$ cat src/rtl/uart_tx_ceas_pkg.sv
// Shared definitions for the clock's UART time reporter: ASCII constants,
// field limits, FSM state encodings and the digit conversion helpers.
package ceas_pkg;

    localparam int DEF_CLKS_PER_BIT = 5208;  // 50 MHz / 9600 baud

    localparam logic [7:0] ASCII_0     = 8'h30;
    localparam logic [7:0] ASCII_COLON = 8'h3A;
    localparam logic [7:0] ASCII_DASH  = 8'h2D;
    localparam logic [7:0] ASCII_CR    = 8'h0D;
    localparam logic [7:0] ASCII_LF    = 8'h0A;

    localparam logic [4:0] MAX_ORE    = 5'd23;
    localparam logic [5:0] MAX_MINUTE = 6'd59;

    typedef enum logic [2:0] {S_IDLE, S_LOAD, S_BYTE, S_NEXT, S_DONE} seq_state_e;
    typedef enum logic [1:0] {IDLE, START, DATA, STOP} ser_state_e;

    // Hours to {tens, units} ASCII; tens found by threshold compare, no divider.
    function automatic logic [15:0] hour_ascii(input logic [4:0] h);
        logic [1:0] t;
        logic [4:0] u;
        t = 2'd0;
        u = h;
        if (h > MAX_ORE) return {ASCII_DASH, ASCII_DASH};
        if (h >= 5'd20)      begin t = 2'd2; u = h - 5'd20; end
        else if (h >= 5'd10) begin t = 2'd1; u = h - 5'd10; end
        return {ASCII_0 + {6'd0, t}, ASCII_0 + {3'd0, u}};
    endfunction

    // Minutes to {tens, units} ASCII via the 50/40/30/20/10 thresholds.
    function automatic logic [15:0] minute_ascii(input logic [5:0] m);
        logic [2:0] t;
        logic [5:0] u;
        t = 3'd0;
        u = m;
        if (m > MAX_MINUTE) return {ASCII_DASH, ASCII_DASH};
        if (m >= 6'd50)      begin t = 3'd5; u = m - 6'd50; end
        else if (m >= 6'd40) begin t = 3'd4; u = m - 6'd40; end
        else if (m >= 6'd30) begin t = 3'd3; u = m - 6'd30; end
        else if (m >= 6'd20) begin t = 3'd2; u = m - 6'd20; end
        else if (m >= 6'd10) begin t = 3'd1; u = m - 6'd10; end
        return {ASCII_0 + {5'd0, t}, ASCII_0 + {2'd0, u}};
    endfunction

endpackage

$ cat src/rtl/uart_tx_ceas_if.sv
// Request/status bundle between the time counter side and the transmitter.
interface uart_tx_ceas_if;
    logic       send;
    logic [4:0] ore;
    logic [5:0] minute;
    logic       o_tx_serial;
    logic       busy;
    logic       done;

    modport master (output send, ore, minute, input  o_tx_serial, busy, done);
    modport slave  (input  send, ore, minute, output o_tx_serial, busy, done);
endinterface

$ cat src/rtl/uart_tx_ceas_byte.sv
// uart_tx_byte: reusable 8N1 serialiser, LSB first, CLKS_PER_BIT cycles per bit.
// A start is taken only from IDLE; the line goes low on the following edge.
// busy drops in the last cycle of the stop bit, so a caller may register its
// next start then and the next start bit follows after one idle-high cycle.
// byte_done marks the last cycle of data bit 7 (only the stop bit remains),
// giving the caller the whole stop bit to prepare the next byte.
module uart_tx_byte
    import ceas_pkg::*;
#(
    parameter int CLKS_PER_BIT = DEF_CLKS_PER_BIT
) (
    input  logic       clock,
    input  logic       reset,
    input  logic       start,
    input  logic [7:0] data,
    output logic       o_tx_serial,
    output logic       busy,
    output logic       byte_done
);
    localparam int CW = $clog2(CLKS_PER_BIT);
    localparam logic [CW-1:0] CNT_LAST = CW'(CLKS_PER_BIT - 1);

    ser_state_e    state_q;
    logic [CW-1:0] cnt_q;
    logic [2:0]    bit_q;
    logic [7:0]    shift_q;
    logic          tx_q;
    logic          bit_end;

    assign bit_end     = (cnt_q == CNT_LAST);
    assign o_tx_serial = tx_q;
    assign busy        = (state_q != IDLE) && !(state_q == STOP && bit_end);
    assign byte_done   = (state_q == DATA) && (bit_q == 3'd7) && bit_end;

    // Frame state machine: bit timer, bit index, shift register and line driver.
    always_ff @(posedge clock) begin
        if (reset) begin
            state_q <= IDLE;
            cnt_q   <= '0;
            bit_q   <= '0;
            shift_q <= '0;
            tx_q    <= 1'b1;
        end else begin
            case (state_q)
                IDLE: begin
                    cnt_q <= '0;
                    bit_q <= '0;
                    if (start) begin
                        shift_q <= data;
                        tx_q    <= 1'b0;
                        state_q <= START;
                    end
                end
                START: begin
                    if (bit_end) begin
                        cnt_q   <= '0;
                        tx_q    <= shift_q[0];
                        state_q <= DATA;
                    end else cnt_q <= cnt_q + CW'(1);
                end
                DATA: begin
                    if (bit_end) begin
                        cnt_q <= '0;
                        if (bit_q == 3'd7) begin
                            tx_q    <= 1'b1;
                            state_q <= STOP;
                        end else begin
                            shift_q <= {1'b0, shift_q[7:1]};
                            tx_q    <= shift_q[1];
                            bit_q   <= bit_q + 3'd1;
                        end
                    end else cnt_q <= cnt_q + CW'(1);
                end
                STOP: begin
                    if (bit_end) begin
                        cnt_q   <= '0;
                        state_q <= IDLE;
                    end else cnt_q <= cnt_q + CW'(1);
                end
                default: state_q <= IDLE;
            endcase
        end
    end
endmodule

$ cat src/rtl/uart_tx_ceas.sv
// uart_tx_ceas: on a send pulse snapshots hours/minutes and transmits "HH:MM"
// (plus CR LF when UART_TX_CRLF_EN is defined) as 8N1 frames.
// Send sampled at edge N: busy from N+1, first start bit from N+2.
// Inter-byte gap: exactly 1 idle-high cycle between a stop bit and the next
// start bit. done pulses (and busy falls) in the cycle after the last stop bit.
module uart_tx_ceas
    import ceas_pkg::*;
#(
    parameter int CLKS_PER_BIT = DEF_CLKS_PER_BIT
) (
    input  logic              clock,
    input  logic              reset,
    uart_tx_ceas_if.slave     tx_if
);
`ifdef UART_TX_CRLF_EN
    localparam logic [2:0] LAST_IDX = 3'd6;
`else
    localparam logic [2:0] LAST_IDX = 3'd4;
`endif

    seq_state_e  state_q;
    logic [2:0]  idx_q;
    logic [4:0]  ore_q;
    logic [5:0]  min_q;
    logic        start_q;
    logic [7:0]  data_q;
    logic        busy_q;
    logic        done_q;
    logic [15:0] hr_a;
    logic [15:0] mn_a;
    logic [7:0]  byte_sel;
    logic        ser_tx;
    logic        ser_busy;
    logic        ser_bdone;

    assign hr_a = hour_ascii(ore_q);
    assign mn_a = minute_ascii(min_q);

    // Message byte for the current index, from the snapshot fields.
    always_comb begin
        byte_sel = ASCII_COLON;
        case (idx_q)
            3'd0: byte_sel = hr_a[15:8];
            3'd1: byte_sel = hr_a[7:0];
            3'd2: byte_sel = ASCII_COLON;
            3'd3: byte_sel = mn_a[15:8];
            3'd4: byte_sel = mn_a[7:0];
`ifdef UART_TX_CRLF_EN
            3'd5: byte_sel = ASCII_CR;
            3'd6: byte_sel = ASCII_LF;
`endif
            default: byte_sel = ASCII_COLON;
        endcase
    end

    // Message sequencer: snapshot, per-byte handoff and completion pulse.
    always_ff @(posedge clock) begin
        if (reset) begin
            state_q <= S_IDLE;
            idx_q   <= '0;
            ore_q   <= '0;
            min_q   <= '0;
            start_q <= 1'b0;
            data_q  <= '0;
            busy_q  <= 1'b0;
            done_q  <= 1'b0;
        end else begin
            start_q <= 1'b0;
            done_q  <= 1'b0;
            case (state_q)
                S_IDLE: begin
                    if (tx_if.send) begin
                        ore_q   <= tx_if.ore;
                        min_q   <= tx_if.minute;
                        idx_q   <= '0;
                        state_q <= S_LOAD;
                    end
                end
                S_LOAD: begin
                    busy_q <= 1'b1;
                    // Waits out the previous stop bit; issues the start in its last cycle.
                    if (!ser_busy) begin
                        data_q  <= byte_sel;
                        start_q <= 1'b1;
                        state_q <= S_BYTE;
                    end
                end
                S_BYTE: if (ser_bdone) state_q <= S_NEXT;
                S_NEXT: begin
                    if (idx_q == LAST_IDX) state_q <= S_DONE;
                    else begin
                        idx_q   <= idx_q + 3'd1;
                        state_q <= S_LOAD;
                    end
                end
                S_DONE: begin
                    if (!ser_busy) begin
                        done_q  <= 1'b1;
                        busy_q  <= 1'b0;
                        state_q <= S_IDLE;
                    end
                end
                default: state_q <= S_IDLE;
            endcase
        end
    end

    uart_tx_byte #(.CLKS_PER_BIT(CLKS_PER_BIT)) u_byte (
        .clock       (clock),
        .reset       (reset),
        .start       (start_q),
        .data        (data_q),
        .o_tx_serial (ser_tx),
        .busy        (ser_busy),
        .byte_done   (ser_bdone)
    );

    assign tx_if.o_tx_serial = ser_tx;
    assign tx_if.busy        = busy_q;
    assign tx_if.done        = done_q;
endmodule

$ cat src/flat_wrapper.sv
// flat-port wrapper written by rule: the top's interface ports become plain ports
module uart_tx_ceas_flat import ceas_pkg::*;
#(
    parameter int CLKS_PER_BIT = DEF_CLKS_PER_BIT
)
  (clock, reset, tx_if_send, tx_if_ore, tx_if_minute, tx_if_o_tx_serial, tx_if_busy, tx_if_done);
  uart_tx_ceas_if tx_if_i ();
  input  logic clock;
  input  logic reset;
  input wire logic [$bits(tx_if_i.send)-1:0] tx_if_send;
  input wire logic [$bits(tx_if_i.ore)-1:0] tx_if_ore;
  input wire logic [$bits(tx_if_i.minute)-1:0] tx_if_minute;
  output wire logic [$bits(tx_if_i.o_tx_serial)-1:0] tx_if_o_tx_serial;
  output wire logic [$bits(tx_if_i.busy)-1:0] tx_if_busy;
  output wire logic [$bits(tx_if_i.done)-1:0] tx_if_done;
  assign tx_if_i.send = tx_if_send;
  assign tx_if_i.ore = tx_if_ore;
  assign tx_if_i.minute = tx_if_minute;
  assign tx_if_o_tx_serial = tx_if_i.o_tx_serial;
  assign tx_if_busy = tx_if_i.busy;
  assign tx_if_done = tx_if_i.done;
  uart_tx_ceas #(.CLKS_PER_BIT(CLKS_PER_BIT)) u_core (.clock(clock), .reset(reset), .tx_if(tx_if_i));
endmodule
$ cat config.mk
export PLATFORM = sky130hd
export DESIGN_NAME = uart_tx_ceas_flat
export DESIGN_NICKNAME = d
export VERILOG_FILES = /design/src/rtl/uart_tx_ceas_pkg.sv /design/src/rtl/uart_tx_ceas_if.sv /design/src/rtl/uart_tx_ceas_byte.sv /design/src/rtl/uart_tx_ceas.sv /design/src/flat_wrapper.sv
export SDC_FILE = /design/constraint.sdc
export NUM_CORES = 1
export LEC_CHECK = 0
export CAP_MARGIN = 5
export CORE_MARGIN = 2
export CORE_UTILIZATION = 30
export DETAILED_ROUTE_END_ITERATION = 8
export SETUP_SLACK_MARGIN = 0.2
export SLEW_MARGIN = 25
export SYNTH_ARGS = -nofsm -noshare
export SYNTH_HDL_FRONTEND = slang
export SYNTH_SLANG_ARGS = --single-unit
export TNS_END_PERCENT = 5
$ cat constraint.sdc
create_clock -name clock -period 5.05 [get_ports clock]
set_input_delay 0.505 -clock clock [delete_from_list [all_inputs] [get_ports clock]]
set_output_delay 0.505 -clock clock [all_outputs]
set_load 0.02 [all_outputs]
After elaboration in Yosys (flattened, before gate mapping)
Cells that the tools add are included.
{ "classes": {"addsub": 14, "magnitude_cmp": 9, "n_eq_ne": 23, "muxes": 57, "n_bitwise": 3, "reduce_logical": 25} }
{ "op_table": {"columns": ["operator", "n"], "rows": [
  ["two-way mux 16 bit", 4],
  ["two-way mux 3 bit", 14],
  ["two-way mux 6 bit", 6],
  ["one-hot mux 8 bit (4 select lines)", 1],
  ["one-hot mux 13 bit (2 select lines)", 1],
  ["two-way mux 8 bit", 3],
  ["inequality test 2 bit, second input constant", 8],
  ["one-hot mux 8 bit (2 select lines)", 1],
  ["two-way mux 5 bit", 3],
  ["one-hot mux 3 bit (5 select lines)", 1],
  ["two-way mux 2 bit", 7],
  ["adder 13 x 1 -> 13 bit, second input constant", 1],
  ["equality test 13 bit, second input constant", 1],
  ["two-way mux 13 bit", 1],
  ["greater-or-equal comparator 6 x 5 -> 1 bit, second input constant", 2],
  ["greater-or-equal comparator 6 bit, second input constant", 2],
  ["one-hot mux 3 bit (2 select lines)", 2],
  ["AND reduction 4 bit", 3],
  ["subtractor 6 x 5 -> 6 bit, second input constant", 2],
  ["subtractor 6 bit, second input constant", 2],
  ["two-way mux 1 bit", 10],
  ["equality test 3 x 2 -> 1 bit, second input constant", 3],
  ["equality test 3 bit, second input constant", 3],
  ["one-hot mux 2 bit (4 select lines)", 1],
  ["other kinds (31)", 49]
]} }
{ "word_totals": {"ff_bits": 55, "in_bits": 14, "output_inout_bits": 3, "elab_cells": 144} }

Logic depth before layout (Yosys ltp)
Gate-level depths: netlist (run 1).
{ "depth": {"word_depth": 10, "depth_mapped": 14} }

Hierarchy
A second synthesis (run 1) with hierarchy kept.
{ "unflattened": {"hier_cells": 471, "area_unflattened_um2": 3844.9} }
{ "modules_own_cells": {"columns": ["module", "n_inst", "cells_each", "area_per_inst_um2", "seq_area_each_um2"], "rows": [
  ["uart_tx_ceas", 1, 291, 2248.4, 540.5],
  ["uart_tx_byte", 1, 180, 1596.5, 540.5]
]} }

Worst setup path after synthesis (run 1)
No wires, ideal clock.
{ "synth_path": {"path_kind": "reg-to-reg", "start": "register u_core.min_q[3]", "end": "register u_core.data_q[5]", "setup_ps": 137, "arrival_time_ps": 2617, "required_time_ps": 4913, "setup_slack_ps": 2296, "path_stages_with_launch": 11, "period_less_slack_ps": 2754, "cell_sequence": "dfxtp_1 > inv_1 > ha_1 > nor4bb_1 > a211oi_1 > a211oi_1 > o32a_1 > ha_1 > nand3_1 > a2111oi_0 > nor3_1"} }
{ "synth_between": {"elab_chain_cells": 10, "elab_cells_between_ends": 28, "cone_classes": "add/sub (7); order compare (6); mux (15)"} }
{ "synth_lines": {"columns": ["element", "line_no", "rtl"], "rows": [
  ["start: declaration", "uart_tx_ceas.sv:24", "logic [5:0] min_q;"],
  ["start signal: assignment", "uart_tx_ceas.sv:74", "min_q <= tx_if.minute;"],
  ["subtractor 6 x 4 -> 6 bit or greater-or-equal comparator 6 x 4 -> 1 bit (tied branches)", "uart_tx_ceas_pkg.sv:42", "else if (m >= 6'd10) begin t = 3'd1; u = m - 6'd10; end"],
  ["two-way mux 6 bit or two-way mux 1 bit (tied branches)", "uart_tx_ceas_pkg.sv:42", null],
  ["two-way mux 6 bit or two-way mux 3 bit (tied branches)", "uart_tx_ceas_pkg.sv:41", "else if (m >= 6'd20) begin t = 3'd2; u = m - 6'd20; end"],
  ["two-way mux 6 bit or two-way mux 3 bit (tied branches)", "uart_tx_ceas_pkg.sv:40", "else if (m >= 6'd30) begin t = 3'd3; u = m - 6'd30; end"],
  ["two-way mux 6 bit or two-way mux 3 bit (tied branches)", "uart_tx_ceas_pkg.sv:39", "else if (m >= 6'd40) begin t = 3'd4; u = m - 6'd40; end"],
  ["two-way mux 6 bit or two-way mux 3 bit (tied branches) (2 in series)", "uart_tx_ceas_pkg.sv:38", "if (m >= 6'd50) begin t = 3'd5; u = m - 6'd50; end"],
  ["adder 6 x 6 -> 7 bit or adder 6 x 3 -> 7 bit (tied branches)", "uart_tx_ceas_pkg.sv:43", "return {ASCII_0 + {5'd0, t}, ASCII_0 + {2'd0, u}};"],
  ["two-way mux 16 bit (*)", "uart_tx_ceas_pkg.sv:38", null],
  ["one-hot mux 8 bit (4 select lines) (*)", "uart_tx_ceas.sv:42", "case (idx_q)"],
  ["end signal: assignment", "uart_tx_ceas.sv:83", "data_q <= byte_sel;"],
  ["end: declaration", "uart_tx_ceas.sv:26", "logic [7:0] data_q;"]
]} }
Every way passes the cells marked *; elsewhere a longest branch is shown, timed or not. The select of a mux whose other input is x is not followed.
A chain may end at the register's enable or synchronous reset.

Worst setup path in the final report (run 1)
Same ends and word-level chain as after synthesis.

==> results of run 1 <==
where the power goes:
group          switching (W)  internal [W]
Clock               0.000175      0.000191
Sequential         0.0000887      0.000492
Combinational       0.000306      0.000222
Total               0.000569      0.000905
through the flow:
| stage | instance area, um2 | setup WS [ns] |
|---|---|---|
| 6_report | 3941 | 1.865 |
| 5_1_grt | 3941 | 1.579 |
| 4_1_cts | 3941 | 1.861 |
| 3_5_place_dp | 3787 | 1.889 |
| 3_3_place_gp | 3779 | 2.007 |
| 2_1_floorplan | 3512 | 2.296 |
cell type report:
class                      instances  area, um2
inverter                          24      90.09
clock buffer                       5      125.1
clock inverter                     3      28.78
tap                              143      178.9
multi-input combinational        350       2282
timing repair buffer              18      175.2
sequential                        53       1061
fill                            1198       7477
cell families after synthesis:
family,Yosys count
compound gates,107
flops,53
xor+xnor,14
simple gates,188
buf+inv,46
mux,9
fa+ha+maj,32
final timing paths:
check	from	depth (start not counted)	slack (ns)	to
setup / recovery	u_core.min_q[3]	10	1.87	u_core.data_q[5]
hold / removal	u_core.data_q[0]	2	0.46	u_core.data_q[0]
setup reg to reg	u_core.min_q[3]	10	1.87	u_core.data_q[5]
hold reg to reg	u_core.data_q[0]	2	0.46	u_core.data_q[0]
registers in the layout (all words and copies together), names as in the netlist, 2 cells and up:
name and count:
u_core.u_byte.bit_q 3, u_core.u_byte.state_q 2, u_core.data_q 7, u_core.u_byte.cnt_q 13
u_core.state_q 3, u_core.ore_q 5, u_core.u_byte.shift_q 7, u_core.idx_q 3
u_core.min_q 6
critical path, stage by stage, from the launching register on:
cell       delay (ns)
dfxtp_1          0.52
inv_1            0.21
ha_1             0.24
nor4bb_1         0.13
a211oi_1         0.52
a211oi_1         0.16
o32a_1           0.39
ha_1             0.29
nand3_1          0.06
a2111oi_0        0.45
nor3_1           0.09
cells in the mapped netlist, types with 8 or more instances:
master	number
a211oi_1	10
nor3_1	15
nand3_1	15
or3_1	8
mux2i_1	9
nor2_1	55
nand2_1	53
o21ai_0	16
clkbuf_1	20
a21oi_1	33
xnor2_1	9
ha_1	32
inv_1	24
dfxtp_1	53
layer usage:
| metal | vias to the layer above | GRT usage (%) | share of wire (%) |
|---|---|---|---|
| met5 | - | 0 | 0 |
| met4 | 0 | 4.553 | 2.0 |
| met3 | 18 | 2.160 | 2.4 |
| met1 | 1428 | 18.07 | 50 |
| met2 | 43 | 20.64 | 45 |
| li1 | 1591 | - | - |
==> flow_metrics.env, run 1 <==
export IMPL_status="finished clean"
export IMPL_setup_tns_ns=0
export IMPL_drc=0
export IMPL_ir_worst_vdd_v=0.0001901
export IMPL_numPlacedInstances=588
export IMPL_finalHoldViolations=0
export IMPL_fin_nets=498
export IMPL_power_per_cell_area_mw_per_mm2=373.9
export IMPL_yosysWarnings=0
export IMPL_layout_common_cells="55 x nor2_1, 53 x nand2_1, 53 x dfxtp_1"
export IMPL_gr_usage_all_layers_pct=13.05
export IMPL_clkSlewWorstSetupHoldPaths_ns=0.08
export IMPL_finalPower_w=0.001474
export IMPL_period_minus_slack_ns=3.185
export IMPL_grt_max_degree=41
export IMPL_cts_root_buffer="clkbuf_16"
export IMPL_synth_xor_area_share_pct=3.491
export IMPL_io_buffers=16
export IMPL_ant_nets=0
export IMPL_clkLatencyLatePin_ns=0.30
export IMPL_area_delta_synth_final_pct=12.22
export IMPL_vias=3080
export IMPL_dr_first_iter_drc_count=136
export IMPL_required_ns=5.22
export IMPL_slew_violations=0
export IMPL_wirelength_um=7881
export IMPL_cts_path_max_buffers=2
export IMPL_mostFrequentLayoutCell="nor2_1"
export IMPL_die_h_um=112.2
export IMPL_avgViaCountPerCell=5.168
export IMPL_num_rows=39
export IMPL_synth_edff_count=0
export IMPL_setup_viol=0
export IMPL_hold_class="flip-flop to flip-flop"
export IMPL_holdWs_ns=0.4589
export IMPL_worst_slew_pin_slew_ns=0.6698
export IMPL_fmax_mhz=314.0
export IMPL_final_cells=596
export IMPL_syn_area_mm2=0.003512
export IMPL_synth_mux_area_share_pct=2.565
export IMPL_first_global_vias=3013
export IMPL_ys_seq_area_share_pct=30.21
export IMPL_start_util_pct=30.76
export IMPL_fin_util_pct=34.52
export IMPL_final_layout_size_suffix_gt1_share_pct=6.181
export IMPL_arrival_ns=3.35
export IMPL_avgSynthCellArea_um2=7.822
export IMPL_synthSimpleGateAreaFrac_pct=26.22
export IMPL_yosysTopAreaCellShare_pct=30.21
export IMPL_wl_per_cell_um=13.22
export IMPL_io_pins=17
export IMPL_maxCapViolations=0
export IMPL_cts_tree="built"
export IMPL_synth_ff_type="dfxtp_1"
export IMPL_post_cts_buffers=0
export IMPL_clock_sinks=53
export IMPL_rsz0062_at_grt="false"
export IMPL_grt_overflow_total=0
export IMPL_finalCritPeriodShare_pct=63.07
export IMPL_synth_fa_ha_area_share_pct=11.40
export IMPL_ys_seq_elements=53
export IMPL_fp_dieW_um=112.2
export IMPL_cts_hold_buf=0
export IMPL_ys_types=65
export IMPL_syn_nets=495
export IMPL_synth_top_family_by_area="simple AND/OR/NAND/NOR gates"
export IMPL_drtPass1Iterations=4
export IMPL_die_area_mm2=0.01259
export IMPL_async_flop_share_pct=0
export IMPL_hpwl_um=5915
export IMPL_fp_coreArea_mm2=0.01142
export IMPL_path_max_fanout=10
export IMPL_max_slew_margin_pct=55.16
export IMPL_grt_pass1_wl_um=14000
export IMPL_ctsResizeCount=0
export IMPL_endpoint_kind="flip-flop"
export IMPL_startpoint_type="flip-flop"
export IMPL_antenna_found_initial=0
export IMPL_numCtsBuffers=5
export IMPL_cellLeakagePower_nw=1.411
export IMPL_path_class="flip-flop to flip-flop"
export IMPL_globalplace_congestion=0.9029
export IMPL_synth_compound_area_share_pct=20.88
export IMPL_num_antenna_cells=0
export IMPL_synthTopCellsByArea="dfxtp_1 30%, ha_1 11%, nor2_1 5.9%"
export IMPL_clock_skew_ns=0.006658
export IMPL_h_tree_depth=2
export IMPL_yosysTopAreaCell="dfxtp_1"
export IMPL_synthCells=449
(Power assumes the default switching activity.)
==> inputs of run 2 (changes only) <==
==> constraint.sdc (replaced) <==
create_clock -name clock -period 3.25 [get_ports clock]
set_input_delay 0.325 -clock clock [delete_from_list [all_inputs] [get_ports clock]]
set_output_delay 0.325 -clock clock [all_outputs]
set_load 0.02 [all_outputs]
==> flow_metrics.env, run 2 (synthesized netlist as in run 1, its figures left out) <==
export IMPL_die_h_um=112.2
export IMPL_clock_skew_ns=0.008053
export IMPL_numPlacedInstances=592
export IMPL_io_pins=17
export IMPL_cts_root_buffer="clkbuf_16"
export IMPL_fin_nets=502
export IMPL_mostFrequentLayoutCell="nor2_1"
export IMPL_status="finished clean"
export IMPL_first_global_vias=2935
export IMPL_vias=3121
export IMPL_clkSlewWorstSetupHoldPaths_ns=0.08
export IMPL_ant_nets=0
export IMPL_hold_class="flip-flop to flip-flop"
export IMPL_setup_viol=0
export IMPL_finalHoldViolations=0
export IMPL_globalplace_congestion=0.9051
export IMPL_cts_hold_buf=0
export IMPL_max_slew_margin_pct=57.83
export IMPL_cellLeakagePower_nw=1.426
export IMPL_power_per_cell_area_mw_per_mm2=576.4
export IMPL_drc=0
export IMPL_avgViaCountPerCell=5.202
export IMPL_maxCapViolations=0
export IMPL_slew_violations=0
export IMPL_fp_dieW_um=112.2
export IMPL_fmax_mhz=363.3
export IMPL_ir_worst_vdd_v=0.0002515
export IMPL_clock_sinks=53
export IMPL_grt_pass1_wl_um=13670
export IMPL_wirelength_um=7905
export IMPL_start_util_pct=30.76
export IMPL_clkLatencyLatePin_ns=0.30
export IMPL_hpwl_um=5869
export IMPL_drtPass1Iterations=4
export IMPL_cts_tree="built"
export IMPL_period_minus_slack_ns=2.752
export IMPL_path_class="flip-flop to flip-flop"
export IMPL_grt_overflow_total=0
export IMPL_dr_first_iter_drc_count=153
export IMPL_crit_chain="inv_1, ha_1, nor4bb_1, a211oi_1, buf_4, a211oi_1, o32a_1, ha_1, nand3_1, a2111oi_2, nor3_1"
export IMPL_top_register="u_core.u_byte.cnt_q"
export IMPL_wl_per_cell_um=13.18
export IMPL_h_tree_depth=2
export IMPL_final_cell_area_mm2=0.003976
export IMPL_numCtsBuffers=5
export IMPL_antenna_found_initial=0
export IMPL_final_layout_size_suffix_gt1_share_pct=8.315
export IMPL_cts_path_max_buffers=2
export IMPL_finalCritPeriodShare_pct=84.69
export IMPL_dpl_cell_area_mm2=0.003809
export IMPL_crit_path_top_delay_cell="dfxtp_2"
export IMPL_rsz0062_at_grt="false"
export IMPL_area_delta_synth_final_pct=13.22
export IMPL_setup_tns_ns=0
export IMPL_num_rows=39
export IMPL_post_cts_buffers=0
export IMPL_finalPower_w=0.002292
export IMPL_startpoint_type="flip-flop"
export IMPL_largestRegisters="u_core.u_byte.cnt_q: 13 flops, u_core.data_q: 7 flops, u_core.u_byte.shift_q: 7 flops"
export IMPL_arrival_ns=2.92
export IMPL_layout_common_cells="55 x nor2_1, 53 x nand2_1, 50 x dfxtp_1"
export IMPL_num_antenna_cells=0
export IMPL_path_max_fanout=10
export IMPL_endpoint_kind="flip-flop"
export IMPL_fp_coreArea_mm2=0.01142
export IMPL_worst_slew_pin_slew_ns=0.6277
export IMPL_gr_usage_all_layers_pct=12.89
export IMPL_critical_path_max_stage_delay_ns=0.44
export IMPL_final_cells=600
export IMPL_required_ns=3.41
export IMPL_grt_max_degree=37
export IMPL_io_buffers=16
export IMPL_die_area_mm2=0.01259
export IMPL_largest_reg_flops=13
-- run 2: worst max-delay path: cells and delay by family, from the launching register on --
family          cells  cell delay, ns
buf+inv             2            0.34
fa+ha+maj           2            0.50
simple gates        3            0.31
compound gates      4            1.04
flops               1            0.44
-- run 2: path summary, 6_finish.rpt --
check                   startpoint          endpoint  slack [ns]  cells after the start
setup / recovery   u_core.min_q[3]  u_core.data_q[5]        0.50                     11
hold / removal    u_core.data_q[0]  u_core.data_q[0]        0.47                      2
setup reg to reg   u_core.min_q[3]  u_core.data_q[5]        0.50                     11
hold reg to reg   u_core.data_q[0]  u_core.data_q[0]        0.47                      2
-- run 2: power breakdown --
part | internal (W) | total (W) | leakage [nW] | switching, W
clock network | 0.000295 | 0.000564 | 0.0752 | 0.000270
logic | 0.000352 | 0.000827 | 0.918 | 0.000475
registers | 0.000766 | 0.000900 | 0.433 | 0.000135
total | 0.00141 | 0.00229 | 1.43 | 0.000879
-- run 2: through the flow --
step | hold WS [ns] | setup slack [ns] | utilization (%)
after floorplan | 0.4300 | 0.4959 | -
after global placement | 0.4481 | 0.4063 | 33.36
after detailed placement | 0.4588 | 0.3455 | 33.36
after CTS | 0.4763 | 0.2970 | 34.68
after global routing | 0.4838 | 0.2559 | 34.82
final | 0.4709 | 0.4976 | 34.82
-- run 2: timing repair --
| action | CTS | global route |
|---|---|---|
| gates resized for setup | 0 | 7 |
| setup endpoints to repair | 0 | 2 |
| hold endpoints to repair | 0 | 0 |
-- run 2: metal layers --
| layer | up-vias | track usage, % | wire [um] |
|---|---|---|---|
| met5 | - | 0 | 0 |
| met4 | 0 | 3.740 | 134 |
| met3 | 11 | 2.646 | 301 |
| met2 | 72 | 20.52 | 3649 |
| met1 | 1434 | 17.72 | 3819 |
| li1 | 1604 | - | - |
-- run 2: area by class of cell --
type,count,area (um2)
well taps,143,178.9
clock inverters,3,26.28
repair buffers,22,205.2
fillers,1221,7442
flip-flops and latches,53,1065
inverters,24,90.09
clock buffers,5,125.1
multi-input cells,350,2286
